<file path="config.mk">
export PLATFORM = sky130hd
export DESIGN_NAME = quadrature_generator_flat
export DESIGN_NICKNAME = d
export VERILOG_FILES = /design/src/rtl/quadrature_generator_pkg.sv /design/src/rtl/quadrature_generator_if.sv /design/src/rtl/quadrature_generator_phase_timer.sv /design/src/rtl/quadrature_generator.sv /design/src/flat_wrapper.sv
export SDC_FILE = /design/constraint.sdc
export NUM_CORES = 1
export LEC_CHECK = 0
export BUFFER_PORTS_ARGS = -buffer_cell sky130_fd_sc_hd__buf_4
export CAP_MARGIN = 20
export CORE_MARGIN = 2
export CORE_UTILIZATION = 45
export DETAILED_ROUTE_END_ITERATION = 8
export GPL_TIMING_DRIVEN = 0
export SYNTH_ARGS = -nofsm -noshare
export SYNTH_HDL_FRONTEND = slang
export SYNTH_SLANG_ARGS = --single-unit
export TNS_END_PERCENT = 10
</file>
<file path="constraint.sdc">
create_clock -name clk -period 3 [get_ports clk]
set_input_delay 0 -clock clk [delete_from_list [all_inputs] [get_ports clk]]
set_output_delay 0 -clock clk [all_outputs]
set_load 0.02 [all_outputs]
</file>
<file path="src/rtl/quadrature_generator_pkg.sv">
// Shared types and edge tables for the quadrature (A/B) step generator.
package quadrature_pkg;

    typedef enum logic [1:0] {IDLE, RUN, FINISH} state_e;

    localparam logic       DIR_UP   = 1'b1;
    localparam logic       DIR_DOWN = 1'b0;
    localparam logic [1:0] IDLE_AB  = 2'b11;
    localparam int         STEPS_W  = 8;
    localparam int         POS_W    = 16;

    // Bit i set: phase i toggles A; clear: phase i toggles B.
    localparam logic [3:0] UP_EDGE_A   = 4'b1010;
    localparam logic [3:0] DOWN_EDGE_A = 4'b0101;

    // XOR mask applied to {a,b} for the edge at a given phase index.
    function automatic logic [1:0] edge_mask(input logic dir, input logic [1:0] phase);
        logic sel_a;
        sel_a = (dir == DIR_UP) ? UP_EDGE_A[phase] : DOWN_EDGE_A[phase];
        return sel_a ? 2'b10 : 2'b01;
    endfunction

endpackage

</file>
<file path="src/rtl/quadrature_generator_if.sv">
// Step-command handshake between a command source and the quadrature generator.
interface quadrature_generator_if;
    import quadrature_pkg::*;

    logic               cmd_valid;
    logic               cmd_ready;
    logic               cmd_dir;
    logic [STEPS_W-1:0] cmd_steps;

    modport master (output cmd_valid, output cmd_dir, output cmd_steps, input cmd_ready);
    modport slave  (input cmd_valid, input cmd_dir, input cmd_steps, output cmd_ready);

endinterface

</file>
<file path="src/rtl/quadrature_generator_phase_timer.sv">
// Down-counter that ticks once every PHASE_CYCLES enabled clocks; load restarts the interval.
module phase_timer #(
    parameter int PHASE_CYCLES = 1000,
    parameter int CNT_W        = 16
) (
    input  logic clk,
    input  logic reset,
    input  logic load_i,
    input  logic en_i,
    output logic tick_o
);

    localparam logic [CNT_W-1:0] RELOAD = CNT_W'(PHASE_CYCLES - 1);

    logic [CNT_W-1:0] cnt_q, cnt_d;

    always_comb begin
        cnt_d = cnt_q;
        if (load_i) begin
            cnt_d = RELOAD;
        end else if (en_i) begin
            cnt_d = (cnt_q == '0) ? RELOAD : cnt_q - 1'b1;
        end
    end

    always_ff @(posedge clk or posedge reset) begin
        if (reset) cnt_q <= '0;
        else       cnt_q <= cnt_d;
    end

    assign tick_o = en_i && !load_i && (cnt_q == '0);

endmodule

</file>
<file path="src/rtl/quadrature_generator.sv">
// Transmit side of a rotary-encoder interface: turns step commands into Gray-coded A/B edges.
module quadrature_generator
    import quadrature_pkg::*;
#(
    parameter int PHASE_CYCLES = 1000,
    parameter int CNT_W        = 16
) (
    input  logic                   clk,
    input  logic                   reset,
    quadrature_generator_if.slave  cmd,
    output logic                   a,
    output logic                   b,
    output logic                   busy,
    output logic                   done,
    output logic [POS_W-1:0]       position
);

    state_e             state_q, state_d;
    logic               dir_q, dir_d;
    logic [STEPS_W-1:0] steps_q, steps_d;
    logic [1:0]         phase_q, phase_d;
    logic [1:0]         ab_q, ab_d;
    logic [POS_W-1:0]   pos_q, pos_d;
    logic               accept;
    logic               tick;

    assign accept = cmd.cmd_valid && (state_q == IDLE);

    phase_timer #(
        .PHASE_CYCLES (PHASE_CYCLES),
        .CNT_W        (CNT_W)
    ) u_timer (
        .clk    (clk),
        .reset  (reset),
        .load_i (accept),
        .en_i   (state_q == RUN),
        .tick_o (tick)
    );

    always_comb begin
        state_d = state_q;
        dir_d   = dir_q;
        steps_d = steps_q;
        phase_d = phase_q;
        ab_d    = ab_q;
        pos_d   = pos_q;
        case (state_q)
            IDLE: begin
                if (accept) begin
                    dir_d   = cmd.cmd_dir;
                    steps_d = cmd.cmd_steps;
                    phase_d = 2'd0;
                    state_d = (cmd.cmd_steps != '0) ? RUN : FINISH;
                end
            end
            RUN: begin
                if (tick) begin
                    ab_d    = ab_q ^ edge_mask(dir_q, phase_q);
                    phase_d = phase_q + 2'd1;
                    // Phase 3 closes the detent back at 11.
                    if (phase_q == 2'd3) begin
                        pos_d   = (dir_q == DIR_UP) ? pos_q + 1'b1 : pos_q - 1'b1;
                        steps_d = steps_q - 1'b1;
                        if (steps_q == STEPS_W'(1)) state_d = FINISH;
                    end
                end
            end
            FINISH:  state_d = IDLE;
            default: state_d = IDLE;
        endcase
    end

    always_ff @(posedge clk or posedge reset) begin
        if (reset) begin
            state_q <= IDLE;
            dir_q   <= DIR_DOWN;
            steps_q <= '0;
            phase_q <= 2'd0;
            ab_q    <= IDLE_AB;
            pos_q   <= '0;
        end else begin
            state_q <= state_d;
            dir_q   <= dir_d;
            steps_q <= steps_d;
            phase_q <= phase_d;
            ab_q    <= ab_d;
            pos_q   <= pos_d;
        end
    end

    assign cmd.cmd_ready = (state_q == IDLE);
    assign busy          = (state_q != IDLE);
    assign done          = (state_q == FINISH);
    assign a             = ab_q[1];
    assign b             = ab_q[0];
    assign position      = pos_q;

endmodule

</file>
<file path="src/flat_wrapper.sv">
// flat-port wrapper written by rule: the top's interface ports become plain ports
module quadrature_generator_flat import quadrature_pkg::*;
#(
    parameter int PHASE_CYCLES = 1000,
    parameter int CNT_W        = 16
)
  (clk, reset, a, b, busy, done, position, cmd_cmd_valid, cmd_cmd_dir, cmd_cmd_steps, cmd_cmd_ready);
  quadrature_generator_if cmd_i ();
  input  logic clk;
  input  logic reset;
  output logic a;
  output logic b;
  output logic busy;
  output logic done;
  output logic [POS_W-1:0] position;
  input wire logic [$bits(cmd_i.cmd_valid)-1:0] cmd_cmd_valid;
  input wire logic [$bits(cmd_i.cmd_dir)-1:0] cmd_cmd_dir;
  input wire logic [$bits(cmd_i.cmd_steps)-1:0] cmd_cmd_steps;
  output wire logic [$bits(cmd_i.cmd_ready)-1:0] cmd_cmd_ready;
  assign cmd_i.cmd_valid = cmd_cmd_valid;
  assign cmd_i.cmd_dir = cmd_cmd_dir;
  assign cmd_i.cmd_steps = cmd_cmd_steps;
  assign cmd_cmd_ready = cmd_i.cmd_ready;
  quadrature_generator #(.PHASE_CYCLES(PHASE_CYCLES), .CNT_W(CNT_W)) u_core (.clk(clk), .reset(reset), .cmd(cmd_i), .a(a), .b(b), .busy(busy), .done(done), .position(position));
endmodule
</file>
## After elaboration in Yosys (flattened, before gate mapping)

Cells that the tools add are included.

- Bits of input ports: 12
- Register bits after elaboration: 47
- Output and inout port bits: 21
- Word-level logic and storage cells: 61

- Mux-type cells: 23
- Eq/ne operators: 8
- Reductions and logical operators: 16
- $lt $le $gt $ge: 1
- Bitwise gates (word level): 1
- $add $sub $neg: 5

Operator list:

| kind | count |
|---|---|
| $mux W16 | 4 |
| $sub A16 B1 Y16 const B | 2 |
| $mux W8 | 3 |
| $add A16 B1 Y16 const B | 1 |
| $logic_not A16 Y1 | 1 |
| $mux W2 | 8 |
| $pmux W8 S2 | 1 |
| $eq A8 B1 Y1 const B | 1 |
| $ne A2 B1 Y1 const B | 4 |
| $pmux W2 S2 | 2 |
| $reduce_and A4 Y1 | 2 |
| $reduce_bool A8 Y1 | 1 |
| $sub A8 B1 Y8 const B | 1 |
| $reduce_and A3 Y1 | 2 |
| $reduce_bool A2 Y1 | 3 |
| $bmux W1 S2 | 2 |
| $eq A2 B2 Y1 const B | 2 |
| $reduce_and A2 Y1 | 2 |
| $logic_and A1 B1 Y1 | 3 |
| $lt A2 B3 Y1 const B | 1 |
| $mux W1 | 3 |
| $add A2 B1 Y2 const B | 1 |
| $eq A2 B1 Y1 const B | 1 |
| $logic_not A2 Y1 | 1 |
| 2 further kinds | 2 |

## Depth between registers and ports, before layout

- Depth after elaboration: 7
- Gate-level depth with buffers: 9
- Mapped depth without buffers: 8

## Hierarchy

From an unflattened synthesis, not the netlist that was laid out.

- Cell total of the unflattened synthesis: 357
- Area total of the unflattened synthesis: 3241.9 µm²

By module, submodules not included:

| module | times used | cells an instance | area each (µm²) | seq. area each (µm²) |
|---|---|---|---|---|
| quadrature_generator | 1 | 250 | 2219.6 | 778.2 |
| phase_timer | 1 | 107 | 1022.2 | 400.4 |

## Worst setup path before layout

Ideal clock, no wire load.

- Kind: reg-to-reg
- Start: reg u_core.dir_q
- End: reg u_core.pos_q[15] (netlist: u_core.position[15])
- Arrival: 2.393 ns
- Buffers on the path: 0
- Period minus slack after synthesis: 2.473 ns
- Slack: 0.527 ns
- Data required time: 2.921 ns
- Library setup time: 0.079 ns
- Cell stages (with the launch flop): 9
- Path through: dfrtp_1 -> inv_1 -> ha_1 -> a2111oi_0 -> o21ai_0 -> a32o_1 -> or3_1 -> a21oi_1 -> xor2_1

- Word-level cells in the longest chain between the ends: 1

RTL lines:

| element | line | source |
|---|---|---|
| from (decl) | quadrature_generator.sv:19 | `logic dir_q, dir_d;` |
| from (signal assigned) | quadrature_generator.sv:83 | `dir_q <= dir_d;` |
| $mux W16 | quadrature_generator.sv:62 | `pos_d = (dir_q == DIR_UP) ? pos_q + 1'b1 : pos_q - 1'b1;` |
| to (signal assigned) | quadrature_generator.sv:87 | `pos_q <= pos_d;` |
| to (decl) | quadrature_generator.sv:23 | `logic [POS_W-1:0] pos_q, pos_d;` |

No other way between the ends.
A chain may end at the register's enable or synchronous reset.

## Worst setup path after layout

Ends and elaborated chain as after synthesis.

==> metrics.md <==
| Metric | Value |
|---|---|
| Status | `complete, no violations` |
| Critical path required time | `3.23 ns` |
| Gate Count Post-Synth | `349` |
| Htree depth | `2` |
| Final total power | `2.31 mW` |
| Gr ovfl total | `0` |
| Worst Setup End Kind | `flop` |
| I/O pin total | `33` |
| CTS Buf Count | `5` |
| Flop2flop setup slack | `0.22 ns` |
| Post-synth EDFFs | `0` |
| Area of the multi-input gates | `1750 um^2` |
| Rows | `29` |
| Fmax | `360 MHz` |
| Reg2reg start | `u_core.dir_q$_DFFE_PP0P_` |
| Total core area | `6420 um^2` |
| Internal | `1.33 mW` |
| Setup TNS | `0 ns` |
| Yosys cell types | `54` |
| Worst-margin pin slew | `0.722 ns` |
| HPWL Detailed | `4960 um` |
| Mapped cell area | `3020 um^2` |
| Syn Area/Cell | `8.67 um^2` |
| R2R cell count | `10` |
| Sequential Area | `1180 um^2` |
| Syn nets | `382` |
| Initial DRT Pass Iterations | `6` |
| Placer Congestion | `0.946` |
| Worst Hold Launch | `cmd_cmd_steps[0]` |
| # DRC | `0` |
| Period utilisation layout | `92.7%` |
| Post-synthesis sequential area ratio | `39.0%` |
| Clock Latency Late Sink | `0.30 ns` |
| Max-Cap Viols | `0` |
| Detailed Route WL | `6730 um` |
| Port bufs | `32` |
| Starting density of the core | `47.1%` |
| Crit path kind | `flop to flop` |
| RSZ-0062 raised after global routing | `no` |
| Finish-stage setup viols | `0` |
| Synthesis-to-layout area growth | `17.2%` |
| Critical R2R Capture | `u_core.position[15]$_DFFE_PP0P_` |
| Clk sink count | `47` |
| Die Area | `7390 um^2` |
| Root Buffer Master | `clkbuf_8` |
| Worst vdd ir | `419 uV` |
| WHS Endpoint | `u_core.steps_q[0]$_DFFE_PP0P_` |
| Combinational Power Share | `45.7%` |
| Largest net degree at the start of global routing | `35` |
| Number of synthesized register bits | `47` |
| Psw | `0.986 mW` |
| Post-layout min period | `2.78 ns` |
| Most frequently used flop master after synthesis | `dfrtp_1` |
| Fillers | `607` |
| Slew headroom | `51.5%` |
| First-pass GRT wire length | `11800 um` |
| Worst Clk Skew | `0.00842 ns` |
| Hold Path Depth | `3` |
| Dpl cell area | `3380 um^2` |
| Leakage | `1.58 nW` |
| PD cells | `653 nW/um^2` |
| CTS tree | `built` |
| Clock share of power | `16.7%` |
| WL per Instance | `14.2 um` |
| Slew Limit Fails | `0` |
| Nets | `429` |
| Syn. warnings | `0` |
| DRT antenna net count | `0` |
| Worst Path Max Fanout | `8` |
| Via count of the first global-routing pass | `2537` |
| Worst-path clk slew | `0.09 ns` |
| Die height | `86.0 um` |
| Flop pwr share | `37.6%` |
| Chip Width | `86.0 um` |
| Vias/cell | `5.53` |
| Ant diodes | `0` |
| Drt first-iter violations | `83` |
| Max Root-Sink Buffers | `2` |
| Crit path launch type | `flop` |
| Vias | `2622` |
| Layout cells sized above 1 | `15.1%` |
| GRT Total Usage | `19.6%` |
| Arr. time, crit path | `3.02 ns` |
| Initial antenna violation count | `0` |
| HP Class | `input port to flop` |
| Async set-reset flop share out of synthesis | `100%` |
| Design area | `3540 um^2` |
| Sw frac | `42.6%` |
| Hold violation total from the final report | `0` |
-- cell usage after synthesis (all sizes together), types with 2 or more instances --
master	n	area [um^2]
nand2	56	210
dfrtp	45	1130
o21ai	37	185
a21oi	26	130
nor2	24	90.1
ha	20	250
inv	14	52.6
nor4	12	75.1
xnor2	11	96.3
xor2	9	78.8
clkbuf	8	30.0
nand3	8	40.0
nand2b	7	43.8
nor3	7	35.0
nor2b	5	31.3
o31ai	5	37.5
a21o	4	30.0
a211oi	3	27.5
o211ai	3	22.5
o21a	3	22.5
or2	3	21.3
or4	3	30.0
and2	2	15.0
buf	2	22.5
dfstp	2	52.6
mux2	2	22.5
mux2i	2	20.0
nand4	2	12.5
o21bai	2	15.0
o22a	2	17.5
o32ai	2	17.5
-- metal layers --
metal	share of wire [%]	GRT usage (%)
met5	0	0
met4	1.2	5.48
met3	2.7	3.46
met2	47	32.4
met1	49	26.3
-- repair_timing --
action                                  CTS  global route
setup buffers                             0             2
endpoints found under the hold margin    49             0
endpoints found under the setup margin    0             5
hold buffers                              5             0
resized for setup                         0             3
-- power groups by stage --
stage	Clock (mW)	Combinational, mW	Sequential [mW]
global placement	0	1.00	0.873
detailed placement	0	1.02	0.874
floorplan	0	0.795	0.844
global route	0.430	1.21	0.893
CTS	0.407	1.03	0.862
finish	0.386	1.06	0.870
-- placed cells by master (no fill, tap or decap), types with 3 or more instances in the layout --
cell and count:
a21oi_1 26, nor3_1 7, nor2b_1 5, a21o_1 4, o31ai_1 4, nor2_1 24, o21ai_0 35, clkbuf_1 8
nor4_1 12, xnor2_1 11, o211ai_1 3, nand3_1 8, o21a_1 3, dfrtp_1 44, xor2_1 9, nand2_1 56
inv_1 12, nand2b_1 7, buf_4 34, ha_1 20, dlygate4sd3_1 5, clkinvlp_4 3, clkbuf_8 5
-- worst max path at each step --
stage	startpoint	endpoint	slack (ns)	depth (start not counted)
after global placement	u_core.dir_q$_DFFE_PP0P_	u_core.position[15]$_DFFE_PP0P_	0.08	8
after global routing	u_core.dir_q$_DFFE_PP0P_	u_core.position[15]$_DFFE_PP0P_	0.07	8
after floorplan	u_core.dir_q$_DFFE_PP0P_	u_core.position[15]$_DFFE_PP0P_	0.53	8
after CTS	u_core.dir_q$_DFFE_PP0P_	u_core.position[15]$_DFFE_PP0P_	0.08	8
after detailed placement	u_core.dir_q$_DFFE_PP0P_	u_core.position[15]$_DFFE_PP0P_	0.12	8
final	u_core.dir_q$_DFFE_PP0P_	u_core.position[15]$_DFFE_PP0P_	0.22	10
-- registers in the layout (all words and copies together), names as in the netlist --
name                  count
u_core.position          16
u_core.phase_q            2
u_core.dir_q              1
u_core.state_q            2
u_core.steps_q            8
u_core.u_timer.cnt_q     16
u_core.ab_q               2
-- final cells by class --
| cell class | instances | share of cell area, % |
|---|---|---|
| inverters | 14 | 1.59 |
| flip-flops and latches | 47 | 33.3 |
| clock buffers | 5 | 1.94 |
| repair buffers | 40 | 9.18 |
| clock inverters | 3 | 0.565 |
| plain buffers | 10 | 1.48 |
| multi-input cells | 278 | 49.2 |
| well taps | 77 | 2.72 |
-- critical path, stage by stage, from the launching register on --
cell and delay, ns:
dfrtp_2 0.48, clkinvlp_4 0.14, buf_4 0.17, buf_4 0.17
ha_1 0.36, a21oi_1 0.27, o21ai_0 0.21, a32o_1 0.25
or3_1 0.30, a21oi_1 0.21, xor2_1 0.16
-- metrics by stage --
stage	instances	setup WS [ns]	hold slack, ns	utilization (%)
floorplan	349	0.527	0.151	-
global placement	458	0.0825	0.237	52.3
detailed placement	459	0.123	-0.0154	52.6
CTS	472	0.0795	0.0101	54.8
global route	474	0.0732	0.0450	55.2
finish	474	0.219	0.00906	55.2
-- logic make-up (layout without fill, tap and decap cells) --
family	count (synthesis)	count (layout)	synth area share (%)
fa+ha+maj	21	21	8.94
buf+inv	24	72	3.48
mux	4	4	1.41
simple gates	133	133	21.0
xor+xnor	20	20	5.79
compound gates	100	100	20.4
flops	47	47	39.0
Power figures use the tool's default switching activity.
